`config.mk`:
```
export PLATFORM = sky130hd
export DESIGN_NAME = mux_bus_master
export DESIGN_NICKNAME = d
export VERILOG_FILES = /design/src/rtl/mux_bus_master.sv
export SDC_FILE = /design/constraint.sdc
export NUM_CORES = 1
export LEC_CHECK = 0
export ABC_AREA = 1
export BUFFER_PORTS_ARGS = -buffer_cell sky130_fd_sc_hd__buf_2
export CAP_MARGIN = 20
export CORE_ASPECT_RATIO = 1.1
export CORE_MARGIN = 1.5
export CORE_UTILIZATION = 45
export CTS_CLUSTER_SIZE = 25
export DETAILED_ROUTE_END_ITERATION = 8
export GPL_ROUTABILITY_DRIVEN = 0
export GPL_TIMING_DRIVEN = 0
export PLACE_DENSITY = 0.71
export SLEW_MARGIN = 15
export SYNTH_ARGS = -nofsm -noshare
export SYNTH_HDL_FRONTEND = slang
export SYNTH_SLANG_ARGS = --single-unit
```
`constraint.sdc`:
```
create_clock -name wb_clk_i -period 1.8 [get_ports wb_clk_i]
set_clock_uncertainty 0.05 [all_clocks]
set_input_delay 0.36 -clock wb_clk_i [delete_from_list [all_inputs] [get_ports wb_clk_i]]
set_output_delay 0.36 -clock wb_clk_i [all_outputs]
set_load 0.01 [all_outputs]
```
`src/rtl/mux_bus_master.sv`:
```
// mux_bus_master: drives an external device over a multiplexed address/data
// bus. Sequence per transfer: IDLE -> ADDR (latch pulse) -> HOLD -> STROBE
// (N+1 cycles, plus external waits when enabled) -> END (ack) -> IDLE.
// A one-cycle bus recovery follows END before the next request is taken.
//
// Optional feature macro: WAIT_EXT_EN
//   defined   : STROBE is extended while ext_wait=1 once the count reaches 0.
//   undefined : ext_wait is ignored and STROBE is exactly N+1 cycles.
//
// Handshake: req is sampled only in IDLE (and not in the recovery cycle);
// the request is consumed on that edge, and ack pulses for exactly one cycle
// in END. busy is high from ADDR through END.
module mux_bus_master #(
  parameter int DATA_W = 16,
  parameter int ADDR_W = 16,
  parameter int WAIT_W = 4
) (
  input  logic              wb_clk_i,
  input  logic              rst_n,
  input  logic              req,
  input  logic              we,
  input  logic [ADDR_W-1:0] addr,
  input  logic [DATA_W-1:0] wdata,
  input  logic [WAIT_W-1:0] wait_cycles,
  input  logic              ext_wait,
  output logic              ack,
  output logic [DATA_W-1:0] rdata,
  output logic              busy,
  output logic [DATA_W-1:0] bus_out,
  input  logic [DATA_W-1:0] bus_in,
  output logic              bus_dir,
  output logic              latch_enable,
  output logic              OEb,
  output logic              WEb,
  output logic [2:0]        dbg_state_o
);

  typedef enum logic [2:0] {
    ST_IDLE   = 3'd0,
    ST_ADDR   = 3'd1,
    ST_HOLD   = 3'd2,
    ST_STROBE = 3'd3,
    ST_END    = 3'd4
  } state_e;

  state_e              state_q, state_d;
  logic [WAIT_W-1:0]   cnt_q, cnt_d;
  logic                we_q;
  logic [ADDR_W-1:0]   addr_q;
  logic [DATA_W-1:0]   wdata_q;
  logic [DATA_W-1:0]   rdata_q;
  logic                recov_q;

  logic                accept;
  logic                strobe_done;
  logic                capture;
  logic [DATA_W-1:0]   addr_bus;

  logic                ack_c;
  logic                le_c;
  logic                oeb_c;
  logic                web_c;
  logic                dir_c;
  logic [DATA_W-1:0]   bus_c;

  // Address is zero-extended onto the wider bus.
  assign addr_bus = DATA_W'(addr_q);

  assign accept  = (state_q == ST_IDLE) && req && !recov_q;
`ifdef WAIT_EXT_EN
  // Strobe may only finish once the count is exhausted and the device is ready.
  assign strobe_done = (cnt_q == '0) && !ext_wait;
`else
  logic unused_ext_wait;
  assign unused_ext_wait = ext_wait;
  assign strobe_done = (cnt_q == '0);
`endif
  // Read data is taken on the last STROBE edge, while OEb is still low.
  assign capture = (state_q == ST_STROBE) && strobe_done && !we_q;

  // State register and wait counter.
  always_ff @(posedge wb_clk_i or negedge rst_n) begin
    if (!rst_n) begin
      state_q <= ST_IDLE;
      cnt_q   <= '0;
      recov_q <= 1'b0;
    end else begin
      state_q <= state_d;
      cnt_q   <= cnt_d;
      recov_q <= (state_q == ST_END);
    end
  end

  // Transfer parameters captured at acceptance; read data captured at strobe end.
  always_ff @(posedge wb_clk_i or negedge rst_n) begin
    if (!rst_n) begin
      we_q    <= 1'b0;
      addr_q  <= '0;
      wdata_q <= '0;
      rdata_q <= '0;
    end else begin
      if (accept) begin
        we_q    <= we;
        addr_q  <= addr;
        wdata_q <= wdata;
      end
      if (capture) begin
        rdata_q <= bus_in;
      end
    end
  end

  // Next-state, counter and bus-pin decode.
  always_comb begin
    state_d = state_q;
    cnt_d   = cnt_q;
    ack_c   = 1'b0;
    le_c    = 1'b0;
    oeb_c   = 1'b1;
    web_c   = 1'b1;
    dir_c   = 1'b1;
    bus_c   = '0;
    case (state_q)
      ST_IDLE: begin
        if (accept) begin
          state_d = ST_ADDR;
          cnt_d   = wait_cycles;
        end
      end
      ST_ADDR: begin
        le_c    = 1'b1;
        dir_c   = 1'b0;
        bus_c   = addr_bus;
        state_d = ST_HOLD;
      end
      ST_HOLD: begin
        dir_c   = 1'b0;
        bus_c   = addr_bus;
        state_d = ST_STROBE;
      end
      ST_STROBE: begin
        if (we_q) begin
          dir_c = 1'b0;
          bus_c = wdata_q;
          web_c = 1'b0;
        end else begin
          dir_c = 1'b1;
          bus_c = addr_bus;
          oeb_c = 1'b0;
        end
        if (strobe_done) begin
          state_d = ST_END;
        end else if (cnt_q != '0) begin
          // Saturating count: waits on ext_wait hold the counter at zero.
          cnt_d = cnt_q - 1'b1;
        end
      end
      ST_END: begin
        ack_c = 1'b1;
        // Write keeps data driven so the WEb rising edge sees it stable;
        // read keeps the pads released as the turnaround cycle.
        if (we_q) begin
          dir_c = 1'b0;
          bus_c = wdata_q;
        end else begin
          dir_c = 1'b1;
          bus_c = addr_bus;
        end
        state_d = ST_IDLE;
      end
      default: begin
        state_d = ST_IDLE;
      end
    endcase
  end

  assign ack          = ack_c;
  assign latch_enable = le_c;
  assign OEb          = oeb_c;
  assign WEb          = web_c;
  assign bus_dir      = dir_c;
  assign bus_out      = bus_c;
  assign rdata        = rdata_q;
  assign busy         = (state_q != ST_IDLE);
  assign dbg_state_o  = state_q;

endmodule

```
* Word level (Yosys, flattened, before mapping)
Index checks and enable logic that the tools add are counted.
** Operators by class
- Add/subtract/negate cells :: 1
- Multipliers :: 0
- Divide/modulo/power cells :: 0
- $lt $le $gt $ge :: 0
- Equality and inequality tests :: 8
- Shift operators :: 0
- Multiplexer cells :: 16
- Bitwise operators :: 0
- Reduce and logical (&&, ||, !) cells :: 15
** Operators with widths (count)
- case mux 16 bit (2 select lines) :: 1
- 2-to-1 mux 16 bit :: 1
- 2-to-1 mux 4 bit :: 3
- case mux 3 bit (4 select lines) :: 1
- case mux 4 bit (2 select lines) :: 1
- equality test 3 x 2 -> 1 bit (second input constant) :: 2
- 2-to-1 mux 1 bit :: 6
- 2-to-1 mux 3 bit :: 2
- != test 2 bit (second input constant) :: 3
- logical AND 1 bit :: 4
- zero test 4 bit :: 1
- AND reduction 4 bit :: 1
- nonzero test 4 bit :: 1
- OR reduction 2 bit :: 2
- subtractor 4 x 1 -> 4 bit (second input constant) :: 1
- equality test 3 x 1 -> 1 bit (second input constant) :: 1
- equality test 3 bit (second input constant) :: 1
- zero test 3 bit :: 1
- nonzero test 3 bit :: 1
- zero test 1 bit :: 2
- != test 2 x 1 -> 1 bit (second input constant) :: 1
- case mux 1 bit (2 select lines) :: 1
- AND reduction 2 bit :: 1
- nonzero test 2 bit :: 1
** Word-level totals
- Flip-flop bits (word level) :: 57
- Bits in latches :: 0
- Bits in writable memories :: 0
- Memory bits (read-only) :: 0
- Output and inout bits :: 41
- Word-level logic and storage cells :: 47
- Memories :: 0

* Longest topological paths before layout
- Depth in word-level cells :: 5
- Gate-level depth with buffers :: 8
- Mapped depth without buffers :: 8

* Least setup slack after synthesis
Ideal clock, no wire load.
- Kind :: register to output
- Start :: reg state_q[0], in the netlist dbg_state_o[0]
- End :: out bus_out[10]
- Data arrival time :: 1.292 ns
- Required time :: 1.390 ns
- Setup slack :: 0.098 ns
- Stages on the path, launching flop included :: 6
- Cell sequence :: dfrtp_1 -> inv_1 -> nand2_2 -> nand3_1 -> clkbuf_2 -> o21ai_0
** Between the ends
- Word-level cells in the longest chain between the ends :: 3
** Ends and longest elaborated chain
- start: declaration :: RTL line 46 : state_e state_q, state_d;
- start signal: assignment :: RTL line 88 : state_q <= state_d;
- equality test 3 x 2 -> 1 bit, or another cell as far along :: RTL line 123 : case (state_q)
- OR reduction 2 bit (no source line)
- case mux 16 bit (2 select lines) * :: RTL line 123
- end: declaration :: RTL line 29 : output logic [DATA_W-1:0] bus_out,
Mark *: on every way between the ends. The rest lies on a longest branch, timed or not.

* Final worst setup path
- Start :: reg state_q[1], in the netlist dbg_state_o[1]
- End :: out bus_out[9]
The elaborated chain is that of the path after synthesis.

==> qor.txt <==
Antenna Violating Nets Remaining - 0
Initial antenna violation count - 0
Pwr Total - 7.72 mW
Storage element area - 0.00143 sq mm
Crit Path Class - reg2out
Final Max Slew Viols - 0
Htree depth - 3
Clock Tree Buf Depth - 2
Hold WS - 0.0292 ns
Placed Instances - 525
P_sw - 3.31 mW
LEAKAGE - 2.09 nW
CP Max Fanout - 6
I/O pin count - 98
Top cell type's share of synthesized area - 51.5%
Sequential share of power - 28.3%
Fin. Hold Viols - 0
Minimum clock period - 2.04 ns
RSZ-0062 raised after global routing - true
Post-route cell area - 0.00381 sq mm
CTS tree - yes
Leading register cell type out of synthesis - dfrtp_1
GRT overflow - 0
Worst-path clk slew - 0.07 ns
Synth area leaders - dfrtp_1 (52%), nand2_1 (17%), nand3_1 (6.5%), o21ai_0 (6.1%), inv_1 (3.4%)
Post-route setup TNS - -3.87 ns
WL/cell - 13.1 microns
Synth Warn # - 0
Final nets - 533
Post-DP HPWL - 4960 microns
Yosys reg bits - 57
Die ar. - 0.00663 sq mm
Rel. slew slack - 51.7%
Die Y - 85.3 microns
Seq/Total Area, Yosys - 51.5%
Worst setup EP type - primary output
Clock Latency Late Sink - 0.33 ns
Setup WS post-layout - -0.237 ns
Worst vdd ir - 0.000960 V
Max Cap Viol - 0
Vias in the first global route - 2584
Power per Cell Area - 2020 mW/mm^2
Final setup fails - 19
Clk sink count - 57
Cells after Synth - 352
Final wirelength - 7310 microns
Pin count of the biggest net entering global routing - 58
Die W - 77.8 microns
Worst-Margin Slew - 0.724 ns
Final Cycle Share - 113%
Netlist cell types - 27
Clock network fraction of design power - 17.3%
GR Util All Layers - 23.2%
Post-Syn Area - 0.00277 sq mm
Most common cell after layout, fill and taps aside - nand2_1
DRC errors left - 0
Arrival time worst endpoint - 1.63 ns
PortBufs - 96
Post-synth top area cell - dfrtp_1
TritonCTS Buffers - 9
First-pass GRT wire length - 11800 microns
Cell Rows - 29
Hold buffers post-CTS - 0
Area of the multi-input gates - 0.00123 sq mm
Failing checks - negative setup slack
Most frequent cells in the layout - nand2_1 (112), buf_2 (104), dfrtp_1 (56)
Final Non-Filler Cells - 556
Antenna diode count - 0
Initial Utilization - 47.4%
CTS root buffer - clkbuf_8
Setup crit start kind - register
Routed vias - 2709
P&R area growth vs syn - 37.7%
Combinational share of power - 54.4%
Mapped Nets - 411
DRT Pass-1 Iters - 4
Worst hold path class - in2async
Crit path required time - 1.39 ns
FMAX - 491 MHz
Power Internal - 4.41 mW
Fillers - 544
First DRT Iteration DRCs - 179
FFs w/ async S/R, synth - 100%
Sw frac - 42.9%
Share of layout cells above drive strength 1 - 37.8%
Synth Area per Inst - 7.86 sq um
Status - finished, violations left
Vias per cell - 4.87
Core Util, Final - 65.2%
Core area - 0.00584 sq mm
Setup WS pre-CTS - -0.220 ns
Area after DPL - 0.00335 sq mm
Post-synth EDFFs - 0
## final timing paths
path	startpoint	endpoint	slack, ns	depth (start not counted)
max	dbg_state_o[1]	bus_out[9]	-0.24	8
min	rst_n	addr_bus[0]	0.03	1
max reg2reg	dbg_state_o[1]	rdata[10]	0.17	9
min reg2reg	rdata[14]	rdata[14]	0.42	2
max in group asynchronous	rst_n	dbg_state_o[2]	1.15	1
min in group wb_clk_i	wdata[0]	wdata_q[0]	0.20	3
## power by group through the flow
stage / registers, mW / logic (mW) / clock network [mW]
2_1_floorplan: 2.24 / 2.12 / 0
3_3_place_gp: 2.17 / 3.36 / 0
3_5_place_dp: 2.18 / 3.46 / 0
4_1_cts: 2.18 / 3.94 / 1.34
5_1_grt: 2.24 / 4.67 / 1.42
6_report: 2.19 / 4.20 / 1.33
## metal layers
layer | GRT usage [%] | part of all wire [%]
met3 | 4.09 | 5.7
met5 | 0 | 0
met2 | 38.9 | 49
met1 | 28.9 | 43
met4 | 11.1 | 2.5
## Yosys cell counts, types with 2 or more instances
library cell and instances:
clkbuf_1 5, o21ai_0 34, ha_1 2, buf_2 7, a21oi_1 18, nand3_1 36
dfrtp_1 57, inv_1 25, nor2_4 2, buf_6 2, nand2_2 2, nor2_1 22
nand2_1 126
## repair_timing
action	4_1_cts	5_1_grt
pin swaps	4	3
resized for setup	44	26
cloned	1	0
setup buffers	10	4
endpoints found under the setup margin	19	20
## cell type report
type / instances / share of cell area, %
Clock buffer: 15 / 5.15
Tap cell: 77 / 2.53
Clock inverter: 1 / 0.788
Sequential cell: 57 / 37.5
Buffer: 16 / 2.72
Timing Repair Buffer: 111 / 16.0
Multi-Input combinational cell: 251 / 32.4
Inverter: 28 / 2.95
## kinds of logic (layout without fill, tap and decap cells)
| group | after synthesis | count (layout) | share of synthesized area (%) |
|---|---|---|---|
| and+or+nand+nor | 194 | 194 | 30.0 |
| adders and majority gates | 2 | 2 | 0.904 |
| AOI/OAI and AO/OA | 55 | 55 | 10.5 |
| DFF | 57 | 57 | 51.5 |
| buffers and inverters | 44 | 171 | 7.10 |
## registers in the layout, summed over array words and instances, names as in the netlist
register     cells
dbg_state_o      3
rdata           16
cnt_q            4
we_q             1
recov_q          1
wdata_q         16
addr_bus        16
## critical path: stages, from the launching register on
cell and delay (ns):
dfrtp_1 0.42, nand2_2 0.13, nor2_4 0.16, inv_6 0.05, o21ai_4 0.09, buf_6 0.17, nand2_2 0.05, o21ai_1 0.07
buf_2 0.15
(Power assumes the default switching activity.)
